===== src/rtl/fetch_unit_pkg.sv =====
// Shared constants, next-PC select encodings and the fetch-address legality check
// for the fetch stage.
package fetch_unit_pkg;

   localparam logic [31:0] PC_RESET   = 32'h0000_3000;
   localparam logic [31:0] EXC_VECTOR = 32'h0000_4180;
   localparam logic [31:0] IM_BASE    = 32'h0000_3000;
   localparam int unsigned IM_WORDS   = 4096;

   localparam logic [1:0] NPC_SEQ = 2'b00;
   localparam logic [1:0] NPC_BR  = 2'b01;
   localparam logic [1:0] NPC_J   = 2'b10;
   localparam logic [1:0] NPC_JR  = 2'b11;

   // Limit is computed in 33 bits so a window ending at 2^32 does not wrap to zero.
   function automatic logic fetch_adel(input logic [31:0] pc, input logic [31:0] base,
                                       input int unsigned words);
      logic [32:0] limit;
      limit = {1'b0, base} + {words[30:0], 2'b00};
      return (pc[1:0] != 2'b00) || (pc < base) || ({1'b0, pc} >= limit);
   endfunction

endpackage


===== src/rtl/fetch_unit_npc.sv =====
// Combinational next-PC selection; branch and jump targets are relative to the
// instruction in ID, so the delay slot is fetched normally.
module fetch_unit_npc
   import fetch_unit_pkg::*;
(
   input  logic [31:0] pc,
   input  logic [31:0] id_pc,
   input  logic [1:0]  npc_sel,
   input  logic        br_taken,
   input  logic [15:0] imm16,
   input  logic [25:0] imm26,
   input  logic [31:0] jr_target,
   output logic [31:0] next_pc
);

   logic [31:0] pc_plus4;
   logic [31:0] id_plus4;
   logic [31:0] br_offset;

   assign pc_plus4  = pc + 32'd4;
   assign id_plus4  = id_pc + 32'd4;
   assign br_offset = {{14{imm16[15]}}, imm16, 2'b00};

   always_comb begin
      next_pc = pc_plus4;
      unique case (npc_sel)
         NPC_SEQ: next_pc = pc_plus4;
         NPC_BR:  next_pc = br_taken ? (id_plus4 + br_offset) : pc_plus4;
         NPC_J:   next_pc = {id_plus4[31:28], imm26, 2'b00};
         NPC_JR:  next_pc = jr_target;
         default: next_pc = pc_plus4;
      endcase
   end

endmodule


===== src/rtl/fetch_unit.sv =====
// Instruction fetch stage: PC register, IF/ID pipeline register, illegal-address
// check and a count of instructions delivered to ID.
module fetch_unit #(
   parameter logic [31:0] PC_RESET   = fetch_unit_pkg::PC_RESET,
   parameter logic [31:0] EXC_VECTOR = fetch_unit_pkg::EXC_VECTOR,
   parameter logic [31:0] IM_BASE    = fetch_unit_pkg::IM_BASE,
   parameter int unsigned IM_WORDS   = fetch_unit_pkg::IM_WORDS
) (
   input  logic        clk,
   input  logic        reset,
   input  logic        stall,
   input  logic        flush,
   input  logic [1:0]  npc_sel,
   input  logic        br_taken,
   input  logic [15:0] imm16,
   input  logic [25:0] imm26,
   input  logic [31:0] jr_target,
   output logic [31:0] im_addr,
   input  logic [31:0] im_data,
   output logic [31:0] id_pc,
   output logic [31:0] id_instr,
   output logic        id_valid,
   output logic        id_exc_adel,
   output logic [31:0] fetch_count
);

   import fetch_unit_pkg::*;

   logic [31:0] pc_q;
   logic [31:0] next_pc;
   logic        adel;
   logic [31:0] id_pc_q;
   logic [31:0] id_instr_q;
   logic        id_valid_q;
   logic        id_adel_q;
   logic [31:0] count_q;

   fetch_unit_npc npc (
      .pc        (pc_q),
      .id_pc     (id_pc_q),
      .npc_sel   (npc_sel),
      .br_taken  (br_taken),
      .imm16     (imm16),
      .imm26     (imm26),
      .jr_target (jr_target),
      .next_pc   (next_pc)
   );

   assign adel = fetch_adel(pc_q, IM_BASE, IM_WORDS);

   // A stalled edge drops any redirect; ID re-presents it on the next unstalled edge.
   always_ff @(posedge clk or negedge reset) begin
      if (!reset) begin
         pc_q       <= PC_RESET;
         id_pc_q    <= '0;
         id_instr_q <= '0;
         id_valid_q <= 1'b0;
         id_adel_q  <= 1'b0;
         count_q    <= '0;
      end else if (flush) begin
         pc_q       <= EXC_VECTOR;
         id_pc_q    <= '0;
         id_instr_q <= '0;
         id_valid_q <= 1'b0;
         id_adel_q  <= 1'b0;
      end else if (!stall) begin
         pc_q       <= next_pc;
         id_pc_q    <= pc_q;
         id_instr_q <= adel ? 32'h0 : im_data;
         id_valid_q <= 1'b1;
         id_adel_q  <= adel;
         count_q    <= count_q + 32'd1;
      end
   end

   assign im_addr     = pc_q;
   assign id_pc       = id_pc_q;
   assign id_instr    = id_instr_q;
   assign id_valid    = id_valid_q;
   assign id_exc_adel = id_adel_q;
   assign fetch_count = count_q;

endmodule


===== config.mk =====
export PLATFORM = sky130hd
export DESIGN_NAME = fetch_unit
export DESIGN_NICKNAME = d
export VERILOG_FILES = /design/src/rtl/fetch_unit_pkg.sv /design/src/rtl/fetch_unit_npc.sv /design/src/rtl/fetch_unit.sv
export SDC_FILE = /design/constraint.sdc
export NUM_CORES = 1
export LEC_CHECK = 0
export CORE_MARGIN = 1
export CORE_UTILIZATION = 30
export CTS_CLUSTER_SIZE = 14
export DETAILED_ROUTE_END_ITERATION = 6
export GPL_TIMING_DRIVEN = 0
export PLACE_DENSITY_LB_ADDON = 0.1
export SLEW_MARGIN = 20
export SYNTH_ARGS = -nofsm -noshare
export SYNTH_HDL_FRONTEND = slang
export SYNTH_SLANG_ARGS = --single-unit

===== constraint.sdc =====
create_clock -name clk -period 5.29 [get_ports clk]
set_input_delay 1.058 -clock clk [delete_from_list [all_inputs] [get_ports clk]]
set_output_delay 1.058 -clock clk [all_outputs]
set_load 0.005 [all_outputs]

== After elaboration in Yosys (flattened, before gate mapping) ==
Index checks and enable logic that the tools add are counted.

* Register bits after elaboration: 130
* Bits of input ports: 113
* Output and inout port bits: 130

* Bitwise gates (word level): 2
* Mux-type cells: 13
* Eq/ne operators: 4
* Reductions and logical operators: 5
* Add/sub/neg operators: 4
* $lt $le $gt $ge: 2

{| class="wikitable"
|+ Operators by type and width
! kind !! count
|-
| 32-bit 2-to-1 mux || 8
|-
| 32-bit case mux with 4 select lines || 1
|-
| 32-bit by 3-bit adder with 32-bit output (second input constant) || 2
|-
| 32-bit by 1-bit adder with 32-bit output (second input constant) || 1
|-
| 32-bit adder || 1
|-
| 32-bit by 15-bit >= comparator with 1-bit output (second input constant) || 1
|-
| 32-bit by 14-bit < comparator with 1-bit output (second input constant) || 1
|-
| 2-bit equality test (second input constant) || 2
|-
| 1-bit 2-to-1 mux || 4
|-
| 2-bit by 1-bit equality test with 1-bit output (second input constant) || 1
|-
| 2-bit zero test || 1
|-
| 1-bit logical OR || 2
|-
| 2-bit by 1-bit inequality test with 1-bit output (second input constant) || 1
|-
| 1-bit NOT || 2
|-
| 2-bit AND reduction || 1
|-
| 2-bit nonzero test || 1
|}

== Depth between registers and ports, before layout ==
* Depth in word-level cells: 6
* Mapped depth: 17
* Depth with buffers taken out: 16

== Modules after synthesis ==
Synthesis repeated with hierarchy kept, for this count alone.

* Cell total of the unflattened synthesis: 1046
* Area total of the unflattened synthesis: 9248.9 um2

{| class="wikitable"
|+ By module, submodules not included
! module !! area an instance (um2) !! times used !! sequential area each (um2) !! cells each
|-
| fetch_unit || 5509.0 || 1 || 3255.6 || 494
|-
| fetch_unit_npc || 3739.8 || 1 || 0.0 || 552
|}

== Worst setup path after synthesis ==
OpenSTA, ideal clock, no wires.

* Path type: register to register
* Start: reg id_pc_q[6], in the netlist id_pc[6]
* End: reg pc_q[31], in the netlist im_addr[31]
* Stages on the path, launching flop included: 17
* Data required time: 5.159 ns
* Arrival time: 3.484 ns
* Path slack: 1.674 ns
* Path buffers: 0
* Cell sequence: dfrtp_1 > nand3_1 > nor2_1 > nand3_1 > nor3_1 > nand3_1 > xnor2_1 > ha_1 > a21oi_1 > nand2_1 > o21ai_0 > a21o_1 > a21oi_1 > a211o_1 > a221oi_2 > nor3_1 > or3_1

* Cells in the longest elaborated chain, start to end: 6

{| class="wikitable"
|+ Ends and longest elaborated chain
! item !! RTL line !! source
|-
| start, declared || fetch_unit.sv:32 || <nowiki>logic [31:0] id_pc_q;</nowiki>
|-
| start signal, assigned || fetch_unit.sv:68 || <nowiki>id_pc_q <= pc_q;</nowiki>
|-
| 32-bit by 3-bit adder with 32-bit output (*) || fetch_unit_npc.sv:21 || <nowiki>assign id_plus4 = id_pc + 32'd4;</nowiki>
|-
| 32-bit adder || fetch_unit_npc.sv:28 || <nowiki>NPC_BR: next_pc = br_taken ? (id_plus4 + br_offset) : pc_plus4;</nowiki>
|-
| 32-bit 2-to-1 mux || fetch_unit_npc.sv:28 ||
|-
| 32-bit case mux with 4 select lines (*) || fetch_unit_npc.sv:26 || <nowiki>unique case (npc_sel)</nowiki>
|-
| 32-bit 2-to-1 mux (*) || fetch_unit.sv:66 || <nowiki>end else if (!stall) begin</nowiki>
|-
| 32-bit 2-to-1 mux (*) || fetch_unit.sv:60 || <nowiki>end else if (flush) begin</nowiki>
|-
| end signal, assigned || fetch_unit.sv:67 || <nowiki>pc_q <= next_pc;</nowiki>
|-
| end, declared || fetch_unit.sv:29 || <nowiki>logic [31:0] pc_q;</nowiki>
|}

Mark *: on every way between the ends. The rest lies on a longest branch, timed or not. The select of a mux whose other input is x is not followed.
A chain may end at the register's enable or synchronous reset.

== Worst setup path after layout ==
Ends and elaborated chain as after synthesis.

==> summary.txt <==
Logic synthesis
  – Post-synth ARST share: 1.000
  – Top cell type's share of synthesized area: 0.3759
  – Post-synthesis instance total: 941
  – Top post-synthesis cells by area: dfrtp_1, xnor2_1, ha_1, nor2_1, mux2i_1
  – Synth Warn #: 0
  – Synth area leader: dfrtp_1
  – Library cells used by synthesis: 67
  – Synth Area per Inst: 9.056 µm²
  – Top_reg_cell synth: dfrtp_1
  – Sequential area share after synthesis: 0.3820
  – Mapped Nets: roughly 1100
  – Post-synthesis register bit count: 130
  – Synth Cell Area: about 8500 µm²
  – EDFF count, synth: 0

Power
  – Gate power share: 0.225
  – Maximum VDD drop: 154.6 µV
  – Sw Pwr: 1.008 mW
  – Lkg Pwr: 5.125 nW
  – Part of the power in the clock network: 0.398
  – Seq pwr share: 0.377
  – Pwr dens: 254.1 nW/µm²
  – Internal power: 2.054 mW
  – Sw frac: 0.3293

Final layout
  – Area growth syn-to-layout: 41.43%
  – Final core occ: 0.4327
  – Final net count: 1358
  – Fraction of layout cells with a size suffix above 1: 0.04691
  – Post-route cell area: 12050 µm²
  – # fillers: 2803

STA
  – Final Setup Violations: 0
  – Setup TNS Final: 0 ps
  – RSZ-0062 raised after global routing: no
  – Final Critical Period: around 4800 ps
  – Peak Freq: ~210 MHz
  – Final Hold Viols: 0
  – Fin crit share: 0.9015
  – Final Max Tran Viols: 0
  – Max-Slew Margin vs Limit: 0.2379
  – Final Worst Setup Slack: roughly 520 ps
  – Final Skew: between 10 and 15 ps
  – Slew @ Worst Pin: 1134 ps

Clocking
  – CTS root buf: clkbuf_16
  – TritonCTS clock tree: yes
  – Clk_lat worst skew: approximately 430 ps
  – Sink Count: 130
  – Longest Clk Path Bufs: 2
  – Post-CTS resize count: 0
  – Post-CTS Setup Bufs: 0
  – H-tree levels: 4
  – CTS Buf Count: 17
  – Hold Buf Count CTS: 0
  – Clk pin slew, worst setup/hold paths: 70 ps

Detailed routing
  – Vias per cell: 5.226
  – Final wirelength: 32.18 mm
  – DRT iter0 DRCs: 559
  – Routed len/inst: 20.19 µm
  – Total number of vias: around 8300
  – DRC errors left: 0
  – Detail Route Antenna Nets: 0
  – Initial DRT Pass Iterations: 5

Worst setup path
  – WS Path Type: register to register
  – WP data arrival: 5070 ps
  – Required time of the critical path: 5590 ps
  – CP endpoint kind: register
  – Crit-path max FO: 6
  – Critical Path Start Type: register

Placement
  – Port bufs: 241
  – Placed instance area: between 10000 and 15000 µm²
  – GP Congestion: 0.9699
  – HPWL after DPL: 24.29 mm
  – Dpl ws: 513.0 ps

Status
  – Outcome: completed

GRT
  – Vias in the first global route: 8243
  – Largest net degree at the start of global routing: 71
  – First-pass GRT wire length: 49.30 mm
  – Gr ovfl total: 0
  – Initial antenna violation count: 2
  – Total Routing Usage GR: 0.2251

Die
  – Die Y: about 170 µm
  – # rows: 61
  – Width of the die: 170.5 µm
  – Full die area: 29080 µm²
  – I/O Pins: between 200 and 250
  – Core ar.: roughly 28000 µm²
  – Initial Util: 0.3059

Min path
  – Hold crit path type: register to register

Run
  – Max-cap violations: 0
-- routing by layer --
metal  global-route usage  vias up  wire, µm
met1               0.3069     4000     14510
li1                     -     3986         -
met3              0.05482       30      2547
met4              0.05915        0       501
met5                    0        -         0
met2               0.3542      314     14630
-- kinds of logic (layout without fill, tap and decap cells) --
kind of cell    after synthesis  count (layout)  synth area share
buf+inv                      73             347           0.03391
other cells                   0               1                 0
mux                          35              35           0.04126
fa+ha+maj                    43              43           0.06401
compound gates              254             254            0.2072
xor+xnor                     91              91           0.09352
simple gates                315             315            0.1781
flops                       130             130            0.3820
-- power groups by stage --
stage	Sequential, mW	Clock (mW)	Combinational (mW)
after floorplan	1.15	0	0.317
after global placement	1.18	0	0.685
after detailed placement	1.17	0	0.691
after CTS	1.16	1.25	0.694
after global routing	1.17	1.29	0.756
final	1.16	1.22	0.688
-- cell type report --
type | instances | area, µm² | share of cell area
clock buffer | 17 | 425.4 | 0.03530
multi-input combinational | 738 | 4977 | 0.4130
clock inverter | 15 | 185.2 | 0.01536
antenna | 1 | 2.502 | 0.0002076
timing repair buffer | 242 | 2445 | 0.2028
buffer | 50 | 202.7 | 0.01682
inverter | 23 | 86.33 | 0.007163
tap | 378 | 473.0 | 0.03924
sequential | 130 | 3256 | 0.2701
-- synth_stat cells (3+ instances only) --
library cell and instances:
o21a_1 5, o32ai_1 4, inv_1 22, dfrtp_1 128, clkbuf_1 41, nor3_1 21
nor2_1 95, nand2_1 72, mux2i_1 34, xnor2_1 62, ha_1 42, a221oi_1 3
and4_1 7, o21ai_1 3, and2_1 4, xor2_1 29, and3_1 16, o21ai_0 50
a211oi_1 7, a221o_1 3, a31oi_1 10, nand3_1 43, or3_1 4, nand2b_1 8
o211ai_1 7, buf_1 4, nor4_1 4, nor2b_1 8, a222oi_1 13, buf_2 3
or2_2 3, o221ai_1 4, a21o_1 15, nand4_1 22, a22o_1 34, a21oi_1 55
a22oi_1 17
-- cells in the final DEF (no fill, tap or decap), types with 5 or more instances in the layout --
cell and n:
ha_1 42, inv_8 7, o21ai_0 50, and4_1 7, o21a_1 5, a31oi_1 10
nor3_1 21, clkdlybuf4s50_1 240, clkbuf_16 17, clkbuf_1 41, a22o_1 34, clkinv_8 5
a22oi_1 17, nand2_1 72, xor2_1 29, nor2b_1 8, mux2i_1 34, inv_1 22
a222oi_1 13, a211oi_1 7, a21o_1 15, nor2_1 95, nand4_1 22, nand3_1 43
nand2b_1 8, dfrtp_1 128, o211ai_1 7, a21oi_1 55, xnor2_1 62, and3_1 16
-- sequential cells by signal, indices dropped and copies added (netlist names) --
register and cells:
fetch_count 32, id_exc_adel 1, id_instr 32, id_pc 32
id_valid 1, im_addr 32
-- stage by stage --
step / power, mW / hold WS (ps) / std cells
finish: 3.063 / 473.6 / 1594
global route: 3.210 / 506.4 / 1593
CTS: 3.102 / 474.7 / 1593
detailed placement: 1.866 / 463.1 / 1561
global placement: 1.861 / 463.4 / 1560
floorplan: 1.470 / 468.2 / 941
-- critical path, cell delays in order (launching register included) --
cell and delay (ps):
dfrtp_1 440, nand3_1 160, nor2_1 150, nand3_1 200, nor3_1 930, nand3_1 200
xnor2_1 180, ha_1 360, a21oi_1 340, nand2_1 110, o21ai_0 180, a21o_1 130
a21oi_1 50, a211o_1 340, a221oi_2 400, nor3_1 110, or3_1 360
-- path summary, 6_finish.rpt --
path / cells past startpoint / from / slack (ps) / to
max: 16 / id_pc[6]$_DFFE_PN0P_ / 520 / im_addr[31]$_DFFE_PN0P_
min: 1 / fetch_count[31]$_DFFE_PN0P_ / 470 / fetch_count[31]$_DFFE_PN0P_
max reg2reg: 16 / id_pc[6]$_DFFE_PN0P_ / 520 / im_addr[31]$_DFFE_PN0P_
min reg2reg: 1 / fetch_count[31]$_DFFE_PN0P_ / 470 / fetch_count[31]$_DFFE_PN0P_
max in group asynchronous: 2 / reset / 3950 / im_addr[13]$_DFFE_PN1P_
min in group asynchronous: 1 / reset / 550 / fetch_count[29]$_DFFE_PN0P_
Power figures use the tool's default switching activity.
